### config.mk
export PLATFORM = sky130hd
export DESIGN_NAME = wb_queue_flat
export DESIGN_NICKNAME = d
export VERILOG_FILES = /design/src/rtl/wb_queue_if.sv /design/src/rtl/wb_queue.sv /design/src/flat_wrapper.sv
export SDC_FILE = /design/constraint.sdc
export NUM_CORES = 1
export LEC_CHECK = 0
export CAP_MARGIN = 0
export CORE_UTILIZATION = 45
export DETAILED_ROUTE_END_ITERATION = 7
export PLACE_DENSITY = 0.67
export SYNTH_ARGS = -nofsm -noshare
export SYNTH_HDL_FRONTEND = slang
export SYNTH_SLANG_ARGS = --single-unit
### constraint.sdc
create_clock -name clk -period 6.1 [get_ports clk]
set_input_delay 1.22 -clock clk [delete_from_list [all_inputs] [get_ports clk]]
set_output_delay 1.22 -clock clk [all_outputs]
set_load 0.01 [all_outputs]
### src/rtl/wb_queue_if.sv
// Bus bundle for wb_queue: four result lanes in, one register-file write port out.
// Lookup signals exist only when WB_BYPASS_EN is defined.
interface wb_queue_if #(
  parameter int DEPTH = 8
);
  localparam int CW = $clog2(DEPTH) + 1;

  logic        inValid0, inValid1, inValid2, inValid3;
  logic [4:0]  inReg0, inReg1, inReg2, inReg3;
  logic [31:0] inData0, inData1, inData2, inData3;
  logic        inReady;
  logic        wrEnable;
  logic [4:0]  wrReg;
  logic [31:0] wrData;
  logic [CW-1:0] count;
`ifdef WB_BYPASS_EN
  logic [4:0]  lookupReg0, lookupReg1, lookupReg2, lookupReg3;
  logic        lookupHit0, lookupHit1, lookupHit2, lookupHit3;
  logic [31:0] lookupData0, lookupData1, lookupData2, lookupData3;
`endif

  modport slave (
    input  inValid0, inValid1, inValid2, inValid3,
    input  inReg0, inReg1, inReg2, inReg3,
    input  inData0, inData1, inData2, inData3,
    output inReady, wrEnable, wrReg, wrData, count
`ifdef WB_BYPASS_EN
    ,
    input  lookupReg0, lookupReg1, lookupReg2, lookupReg3,
    output lookupHit0, lookupHit1, lookupHit2, lookupHit3,
    output lookupData0, lookupData1, lookupData2, lookupData3
`endif
  );

  modport master (
    output inValid0, inValid1, inValid2, inValid3,
    output inReg0, inReg1, inReg2, inReg3,
    output inData0, inData1, inData2, inData3,
    input  inReady, wrEnable, wrReg, wrData, count
`ifdef WB_BYPASS_EN
    ,
    output lookupReg0, lookupReg1, lookupReg2, lookupReg3,
    input  lookupHit0, lookupHit1, lookupHit2, lookupHit3,
    input  lookupData0, lookupData1, lookupData2, lookupData3
`endif
  );
endinterface

### src/rtl/wb_queue.sv
// Writeback queue: packs up to four results per cycle, drains one register write per cycle.
// Define WB_BYPASS_EN to add the four combinational pending-write lookup ports.
module wb_queue #(
  parameter int DEPTH = 8
) (
  input logic       clk,
  input logic       rstN,
  wb_queue_if.slave bus
);
  localparam int AW = $clog2(DEPTH);
  localparam int CW = AW + 1;

  logic [4:0]    regMem  [DEPTH];
  logic [31:0]   dataMem [DEPTH];
  logic [AW-1:0] head, tail;
  logic [CW-1:0] cnt;

  logic [3:0]    laneValid;
  logic [4:0]    laneReg  [4];
  logic [31:0]   laneData [4];
  logic [3:0]    laneTake;
  logic [AW-1:0] laneSlot [4];
  logic [2:0]    accCount;
  logic          pop;

  assign laneValid   = {bus.inValid3, bus.inValid2, bus.inValid1, bus.inValid0};
  assign laneReg[0]  = bus.inReg0;
  assign laneReg[1]  = bus.inReg1;
  assign laneReg[2]  = bus.inReg2;
  assign laneReg[3]  = bus.inReg3;
  assign laneData[0] = bus.inData0;
  assign laneData[1] = bus.inData1;
  assign laneData[2] = bus.inData2;
  assign laneData[3] = bus.inData3;

  // Readiness uses only the registered count so it never depends on this cycle's pop.
  assign bus.inReady = (CW'(DEPTH) - cnt) >= CW'(4);
  assign pop         = (cnt != '0);

  // Each accepted lane lands at tail plus the number of accepted lanes before it.
  always_comb begin
    accCount = '0;
    for (int k = 0; k < 4; k++) begin
      laneTake[k] = bus.inReady && laneValid[k] && (laneReg[k] != 5'd0);
      laneSlot[k] = tail + AW'(accCount);
      accCount    = accCount + 3'(laneTake[k]);
    end
  end

  always_ff @(posedge clk) begin
    if (!rstN) begin
      head <= '0;
      tail <= '0;
      cnt  <= '0;
    end else begin
      if (pop) head <= head + AW'(1);
      tail <= tail + AW'(accCount);
      cnt  <= cnt + CW'(accCount) - CW'(pop);
    end
  end

  always_ff @(posedge clk) begin
    for (int k = 0; k < 4; k++) begin
      if (laneTake[k]) begin
        regMem[laneSlot[k]]  <= laneReg[k];
        dataMem[laneSlot[k]] <= laneData[k];
      end
    end
  end

  assign bus.wrEnable = pop;
  assign bus.wrReg    = pop ? regMem[head]  : 5'd0;
  assign bus.wrData   = pop ? dataMem[head] : 32'd0;
  assign bus.count    = cnt;

`ifdef WB_BYPASS_EN
  logic [4:0]    lkReg  [4];
  logic [3:0]    lkHit;
  logic [31:0]   lkData [4];
  logic [AW-1:0] idx;

  assign lkReg[0] = bus.lookupReg0;
  assign lkReg[1] = bus.lookupReg1;
  assign lkReg[2] = bus.lookupReg2;
  assign lkReg[3] = bus.lookupReg3;

  // Scan oldest to newest so the last matching entry supplies the data.
  always_comb begin
    idx = '0;
    for (int k = 0; k < 4; k++) begin
      lkHit[k]  = 1'b0;
      lkData[k] = '0;
      for (int i = 0; i < DEPTH; i++) begin
        idx = head + AW'(i);
        if ((CW'(i) < cnt) && (lkReg[k] != 5'd0) && (regMem[idx] == lkReg[k])) begin
          lkHit[k]  = 1'b1;
          lkData[k] = dataMem[idx];
        end
      end
    end
  end

  assign bus.lookupHit0  = lkHit[0];
  assign bus.lookupHit1  = lkHit[1];
  assign bus.lookupHit2  = lkHit[2];
  assign bus.lookupHit3  = lkHit[3];
  assign bus.lookupData0 = lkData[0];
  assign bus.lookupData1 = lkData[1];
  assign bus.lookupData2 = lkData[2];
  assign bus.lookupData3 = lkData[3];
`endif
endmodule

### src/flat_wrapper.sv
// flat-port wrapper written by rule: the top's interface ports become plain ports
module wb_queue_flat 
#(
  parameter int DEPTH = 8
)
  (clk, rstN, bus_inValid0, bus_inValid1, bus_inValid2, bus_inValid3, bus_inReg0, bus_inReg1, bus_inReg2, bus_inReg3, bus_inData0, bus_inData1, bus_inData2, bus_inData3, bus_inReady, bus_wrEnable, bus_wrReg, bus_wrData, bus_count);
  wb_queue_if #(.DEPTH(DEPTH)) bus_i ();
  input logic clk;
  input logic rstN;
  input wire logic [$bits(bus_i.inValid0)-1:0] bus_inValid0;
  input wire logic [$bits(bus_i.inValid1)-1:0] bus_inValid1;
  input wire logic [$bits(bus_i.inValid2)-1:0] bus_inValid2;
  input wire logic [$bits(bus_i.inValid3)-1:0] bus_inValid3;
  input wire logic [$bits(bus_i.inReg0)-1:0] bus_inReg0;
  input wire logic [$bits(bus_i.inReg1)-1:0] bus_inReg1;
  input wire logic [$bits(bus_i.inReg2)-1:0] bus_inReg2;
  input wire logic [$bits(bus_i.inReg3)-1:0] bus_inReg3;
  input wire logic [$bits(bus_i.inData0)-1:0] bus_inData0;
  input wire logic [$bits(bus_i.inData1)-1:0] bus_inData1;
  input wire logic [$bits(bus_i.inData2)-1:0] bus_inData2;
  input wire logic [$bits(bus_i.inData3)-1:0] bus_inData3;
  output wire logic [$bits(bus_i.inReady)-1:0] bus_inReady;
  output wire logic [$bits(bus_i.wrEnable)-1:0] bus_wrEnable;
  output wire logic [$bits(bus_i.wrReg)-1:0] bus_wrReg;
  output wire logic [$bits(bus_i.wrData)-1:0] bus_wrData;
  output wire logic [$bits(bus_i.count)-1:0] bus_count;
  assign bus_i.inValid0 = bus_inValid0;
  assign bus_i.inValid1 = bus_inValid1;
  assign bus_i.inValid2 = bus_inValid2;
  assign bus_i.inValid3 = bus_inValid3;
  assign bus_i.inReg0 = bus_inReg0;
  assign bus_i.inReg1 = bus_inReg1;
  assign bus_i.inReg2 = bus_inReg2;
  assign bus_i.inReg3 = bus_inReg3;
  assign bus_i.inData0 = bus_inData0;
  assign bus_i.inData1 = bus_inData1;
  assign bus_i.inData2 = bus_inData2;
  assign bus_i.inData3 = bus_inData3;
  assign bus_inReady = bus_i.inReady;
  assign bus_wrEnable = bus_i.wrEnable;
  assign bus_wrReg = bus_i.wrReg;
  assign bus_wrData = bus_i.wrData;
  assign bus_count = bus_i.count;
  wb_queue #(.DEPTH(DEPTH)) u_core (.clk(clk), .rstN(rstN), .bus(bus_i));
endmodule
==> impl_metrics.ini <==
[synth]
synth.yosys.warnings = 0
netlist_instances = 2372
synthMostInstantiatedCell = sky130_fd_sc_hd__o21ai_0
synthDistinctLibCells = 62
synth_area_um2 = 22750
edff_count_synth = 296
yosys.area.top_type_share_pct = 39.07
dominantRegCellSynth = sky130_fd_sc_hd__edfxtp_1
synth_sequential_area_ratio_pct = 40.21
synth.largest_area_cell = sky130_fd_sc_hd__edfxtp_1
async_flop_share_pct = 0
synth.ff_latch_count = 309
top_area_cells_in_the_synthesized_netlist = sky130_fd_sc_hd__edfxtp_1 39%, sky130_fd_sc_hd__a211oi_1 8.6%, sky130_fd_sc_hd__and3_1 8.0%
avgSynthCellArea_um2 = 9.592
yosys-top-cells-count = 335 x sky130_fd_sc_hd__o21ai_0, 296 x sky130_fd_sc_hd__edfxtp_1, 290 x sky130_fd_sc_hd__and3_1, 261 x sky130_fd_sc_hd__a211oi_1, 198 x sky130_fd_sc_hd__nand2_1
syn_nets = 2548

[setup_path]
biggest_fanout_along_the_worst_timing_path = 37
critical-path-max-stage-delay_ns = 1.23
crit_path_cell_trace = clkdlybuf4s50_1 -> nor4_1 -> nand2_1 -> and3_1 -> inv_1 -> fa_1 -> inv_1 -> ha_1 -> fa_1 -> xnor3_1 -> and4_2 -> nand2_1 -> o21ai_1
timing.reg2reg.setup_slack_ns = 1.10
criticalPathCategory = input port to flop
worst-endpoint-arrival_ns = 5.91
crit_required_ns = 6.50
crit_path_end_kind = flop
critical-path-slowest-cell = sky130_fd_sc_hd__and4_2
r2r-end = u_core.regMem[0][2]
worstReg2RegStart = u_core.bus.count[3]
crit_path_start_kind = input port
worstRegToRegCells = 13

[sta]
finalSetupTns_ns = 0
hold_viol = 0
finalCritPeriodShare_pct = 90.28
period_minus_slack_ns = 5.507
timing.clock.skew_ns = 0.01561
slew_headroom_pct = 9.880
grt_setup_unrepaired = no
worstMarginPinSlew_ns = 1.352
highest_clock_rate_mhz = 181.6
setup_violations = 0
final-max-slew-violation-count = 0

[clocking]
clock_transition_at_the_register_clock_pins_on_the_worst_setup_and_hold_paths_after_cts_ns = 0.06
cts_htree_levels = 2
cts_inserted_buffers = 38
tritoncts_clock_tree = done
clock_insertion_delay_worst_skew_ns = 0.57
post_cts_hold_buffer_count = 0
cts-root-to-sink-buffers = 3
total_number_of_clock_tree_sinks = 309
clock-root-buffer = sky130_fd_sc_hd__clkbuf_16
post_cts_resized = 0
postCtsSetupRepairBufs = 0

[placement]
place_area_um2 = 25120
dpl.hpwl_um = 55280
placed_cells_incl_taps = 3013
port-buffer-count = 196
gpl.final_weighted_congestion = 0.8802

[routing]
post_drt_via_cell_ratio = 7.336
routedWlPerCell_um = 31.45
totalWireLength_um = 96860
remaining_antenna_violation_count_after_routing = 0
route.vias.total = 22590
first_iter_violations = 4501
number_of_iterations_in_the_first_detailed_routing_pass = 7
count_of_unresolved_drc_violations_after_routing = 0

[flow_run]
maxCapViolations = 0

[finish]
insertedDiodeCount = 0
design_area_um2 = 26320
final_layout_fill_cell_count = 4371
drive_above_1_share_pct = 12.67
final-instance-count-excl-fill = 3080
layout.nets = 2557
area_delta_synth_final_pct = 15.67
postLayoutCoreUtil_pct = 52.67

[global_routing]
grt_overflow = 0
grt_max_degree = 106
grt_pass1_vias = 21940
grt_first_pass_wirelength_um = 140900
number_of_antenna_violations_at_the_first_check_in_global_routing = 1
gr_usage_total_pct = 37.23

[floorplanning]
std_cell_rows = 82
ioPinCount = 197
initial_utilization_pct = 45.54
fp.dieH_um = 226.9
die_width_um = 226.9
die_area_um2 = 51460
core_area_um2 = 49970

[worst_hold_path]
holdPathStages = 2
min-delay-path-class = flop to flop
holdCritStartpoint = u_core.head[1]

[status]
run_status = finished, final reports clean

[pwr]
pwr_density_cell_nw_per_um2 = 604.1
clock_power_share_pct = 14.2
worst_ir_drop_vdd_mv = 0.6035
p_sw_w = 0.007359
p_sw_share_pct = 46.29
total_leakage_power_nw = 9.219
power.sequential.fraction_pct = 27.9
internal_power_w = 0.008539
power.combinational.fraction_pct = 57.9
per-stage QoR:
stage / worst slack [ns] / power [W] / hold slack (ns)
after floorplan: 0.08638 / 0.009687 / 0.4642
after global placement: 0.2331 / 0.01302 / 0.4806
after detailed placement: 0.1357 / 0.01328 / 0.5022
after CTS: 0.6605 / 0.01553 / 0.5105
after global routing: 0.3268 / 0.01639 / 0.5400
final: 0.5927 / 0.01590 / 0.5009
cells in the final DEF, fill, tap and decap left out, types with 6 or more instances in the layout:
cell                              Yosys  routed
sky130_fd_sc_hd__clkdlybuf4s50_1      0     196
sky130_fd_sc_hd__dfxtp_1             13      10
sky130_fd_sc_hd__buf_4               15      83
sky130_fd_sc_hd__mux2i_1             37      37
sky130_fd_sc_hd__nor2_1              44      43
sky130_fd_sc_hd__nand3_1             44      40
sky130_fd_sc_hd__nand4_1             11      11
sky130_fd_sc_hd__inv_1               22      22
sky130_fd_sc_hd__clkbuf_1           136      13
sky130_fd_sc_hd__clkbuf_16            0      42
sky130_fd_sc_hd__o21ai_1            185     185
sky130_fd_sc_hd__ha_1                16      16
sky130_fd_sc_hd__and2_1              10      10
sky130_fd_sc_hd__nand2_2              2       7
sky130_fd_sc_hd__fa_1                 6       6
sky130_fd_sc_hd__buf_12               0      19
sky130_fd_sc_hd__xnor2_1              9       9
sky130_fd_sc_hd__edfxtp_1           296     296
sky130_fd_sc_hd__mux4_2              74      74
sky130_fd_sc_hd__nor3_1              11       8
sky130_fd_sc_hd__and3_1             290     290
sky130_fd_sc_hd__nor2b_1              6       6
sky130_fd_sc_hd__o2bb2ai_2           30      30
sky130_fd_sc_hd__a211oi_1           261     259
sky130_fd_sc_hd__nand2_1            198     193
sky130_fd_sc_hd__o21ai_0            335     335
sky130_fd_sc_hd__o2bb2ai_1           81      81
worst max-delay path, delay by kind of cell:
kind / cells / cell delay [ns]
adders and majority gates: 3 / 0.80
buffers and inverters: 3 / 0.56
AOI/OAI and AO/OA: 1 / 0.17
xor gates and xnor gates: 1 / 0.54
and+or+nand+nor: 5 / 2.61
worst max path at each step:
stage	from	endpoint	slack [ns]	cells after the start
after floorplan	bus_inReg0[1]	u_core.dataMem[3][0]	0.09	15
after detailed placement	bus_inReg1[1]	u_core.dataMem[0][12]	0.14	13
final	bus_inReg1[1]	u_core.regMem[0][2]	0.59	13
after CTS	bus_inReg1[1]	u_core.regMem[0][2]	0.66	13
after global placement	bus_inReg1[1]	u_core.regMem[0][0]	0.23	13
after global routing	bus_inReg1[1]	u_core.regMem[0][2]	0.33	13
per-layer routing:
metal	routed length [µm]	part of all wire, %	GRT usage (%)	vias to the layer above
met3	15020	16	9.991	450
li1	-	-	-	9176
met4	4964	5.1	18.31	0
met2	42580	44	56.54	2246
met5	0	0	0	-
met1	34290	35	48.96	10720
power groups by stage:
stage	logic (W)	clock network, W	registers (W)
6_report	0.00921	0.00226	0.00443
5_1_grt	0.00957	0.00232	0.00450
4_1_cts	0.00887	0.00225	0.00441
3_5_place_dp	0.00884	0	0.00445
3_3_place_gp	0.00862	0	0.00440
2_1_floorplan	0.00549	0	0.00420
logic make-up (layout without fill, tap and decap cells):
| logic type | count (synthesis) | after routing | share of synthesized area, % |
|---|---|---|---|
| AO/OA/AOI/OAI | 915 | 915 | 26.13 |
| flip-flops | 309 | 309 | 40.21 |
| buffers and inverters | 353 | 389 | 7.479 |
| adder cells (fa/ha/maj) | 22 | 22 | 1.408 |
| XOR/XNOR | 14 | 14 | 0.5994 |
| multiplexers | 111 | 111 | 8.953 |
| AND/OR/NAND/NOR | 648 | 648 | 15.22 |
area by class of cell:
| cell class | count | area (µm²) | area share, % |
|---|---|---|---|
| Clock buffer | 57 | 1127 | 4.284 |
| Clock inverter | 10 | 73.82 | 0.2805 |
| Inverter | 24 | 90.09 | 0.3423 |
| Multi-Input combinational cell | 1710 | 12060 | 45.84 |
| Sequential cell | 309 | 9158 | 34.80 |
| Tap cell | 672 | 840.8 | 3.195 |
| Timing Repair Buffer | 298 | 2965 | 11.27 |
flip-flops by register name (all words and copies together) (netlist names), named ones only:
name and count:
u_core.tail 3, u_core.dataMem 256, u_core.head 3, u_core.bus.count 4, u_core.regMem 40
(Power assumes the default switching activity.)
==> patch: new RTL, config.mk and constraints unchanged <==
`DEPTH` is set to 8 in 3 places; all go to 4.
--- a/src/rtl/wb_queue_if.sv
+++ b/src/rtl/wb_queue_if.sv
@@ -1,7 +1,7 @@
 // Bus bundle for wb_queue: four result lanes in, one register-file write port out.
 // Lookup signals exist only when WB_BYPASS_EN is defined.
 interface wb_queue_if #(
-  parameter int DEPTH = 8
+  parameter int DEPTH = 4
 );
   localparam int CW = $clog2(DEPTH) + 1;
 
--- a/src/rtl/wb_queue.sv
+++ b/src/rtl/wb_queue.sv
@@ -1,7 +1,7 @@
 // Writeback queue: packs up to four results per cycle, drains one register write per cycle.
 // Define WB_BYPASS_EN to add the four combinational pending-write lookup ports.
 module wb_queue #(
-  parameter int DEPTH = 8
+  parameter int DEPTH = 4
 ) (
   input logic       clk,
   input logic       rstN,
--- a/src/flat_wrapper.sv
+++ b/src/flat_wrapper.sv
@@ -1,7 +1,7 @@
 // flat-port wrapper written by rule: the top's interface ports become plain ports
 module wb_queue_flat 
 #(
-  parameter int DEPTH = 8
+  parameter int DEPTH = 4
 )
   (clk, rstN, bus_inValid0, bus_inValid1, bus_inValid2, bus_inValid3, bus_inReg0, bus_inReg1, bus_inReg2, bus_inReg3, bus_inData0, bus_inData1, bus_inData2, bus_inData3, bus_inReady, bus_wrEnable, bus_wrReg, bus_wrData, bus_count);
   wb_queue_if #(.DEPTH(DEPTH)) bus_i ();
Interface: changed (resized bus_count); port bits go from 197 to 196. No check against the original RTL was run, so the function may have changed too.
==> patch against the original RTL <==
Critical path type unchanged. Global-route usage decreased by 3.4 points. Worst setup slack gained 0.40 ns. Synthesized area fell by 48%. Final area fell by 45%. Sequential cell count is 152 lower. Sequential power down 43%. Sequential share of layout area shrank 2.8 points. Total power fell by 41%. Combinational power decreased by 36%. Wire length shrank 53%. Critical path depth increased by 1.
==> patch: results (changes against the original RTL) <==
[status]
outcome=complete, no violations

[clock_tree]
cts_made_buffers=17  ; -55%
htreeDepth=4  ; +2
clk_latency_ns=0.44  ; -0.13 ns

[pwr]
ir_worst_vdd_mv=0.4781  ; -21%
power.leakage_nw=4.359  ; -53%

[place]
routabilityCongestion=0.8837  ; +0.40%
port_buffers=195  ; -0.51%

[yosys]
synth_nets=1298  ; -49%
synthAdderAreaFrac=0.01685  ; +0.002770
yosys_register_bits=157  ; -49%
avgSynthCellArea_um2=10.38  ; +8.3%
ys_seq_area_frac=0.3941  ; -0.007998
synthXorXnorAreaFrac=0.01386  ; +0.007868
synthTopCellsByCount=148 x edfxtp_1, 143 x o21ai_0, 128 x a2111oi_0, 128 x a211oi_1, 111 x o2bb2ai_1

[drt]
dr_wl_met2_mm=20.41  ; -52%
met1Wirelength_mm=16.90  ; -51%
routed_via_density=7.424  ; +1.2%
wl_per_cell_um=28.54  ; -9.2%
wirelength_mm=45.15  ; -53%
dr.first_iter.drc_count=1777  ; -61%
first_pass_iters=6  ; -1

[critical_path]
cp_max_fo=7  ; -81%
r2r-start=u_core.bus.count[2]
crit_end=u_core.bus.count[2]
cp-startpoint=bus_inReg2[0]

[global_route]
grt_pass1_vias=11420  ; -48%
grt.total_usage=0.3382  ; -0.03417

[finish]
largest_reg_flops=128  ; -50%
nets=1407  ; -45%

[sta]
fin_skew_ns=0.009688  ; -0.005926 ns

==> patch: worst min path at each step <==
stage / startpoint / to
floorplan: u_core.head[0] / register
global placement: u_core.head[0] / u_core.head[0]
detailed placement: u_core.head[0] / u_core.head[0]
CTS: u_core.head[1] / register
global route: u_core.head[1] / register
finish: u_core.head[1] / register
==> patch: kinds of logic after synthesis <==
kind of cell | count (synthesis)
AO/OA/AOI/OAI | 594
XOR/XNOR | 12
adder cells (fa/ha/maj) | 14
buffers and inverters | 198
flip-flops | 157
multiplexers | 37
AND/OR/NAND/NOR | 118
==> patch: area by class of cell <==
class | instances | area (um^2)
timing repair buffer | 240 | 2340
sequential | 157 | 4627
clock inverter | 15 | 116.4
fill | 2227 | 10930
inverter | 48 | 180.2
multi-input combinational | 775 | 6367
clock buffer | 17 | 425.4
tap | 330 | 412.9
==> patch: power by group <==
part / switching (mW) / internal [mW]
Clock: 0.479 / 0.526
Combinational: 3.64 / 2.21
Sequential: 0.208 / 2.30
==> patch: layer usage <==
layer,global-route usage,vias up
met1,0.4543,5619
met4,0.1578,0
met2,0.5129,1028
met5,0,-
li1,-,4938
met3,0.08177,159
==> patch: stage by stage <==
step | utilization | total power [mW]
after CTS | 0.5697 | 9.240
after global routing | 0.5697 | 9.826
final | 0.5697 | 9.371
after global placement | 0.5483 | 8.136
after floorplan | - | 5.994
after detailed placement | 0.5483 | 8.235
==> patch: critical path: stages <==
cell and delay (ns):
clkdlybuf4s50_1 0.50, or4_1 0.80, o21ai_0 0.42, fa_1 0.46
inv_1 0.10, ha_1 0.15, inv_1 0.06, fa_1 0.53
ha_1 0.30, inv_1 0.05, fa_1 0.42, xor2_1 0.18
xnor2_1 0.12, and2_1 0.15
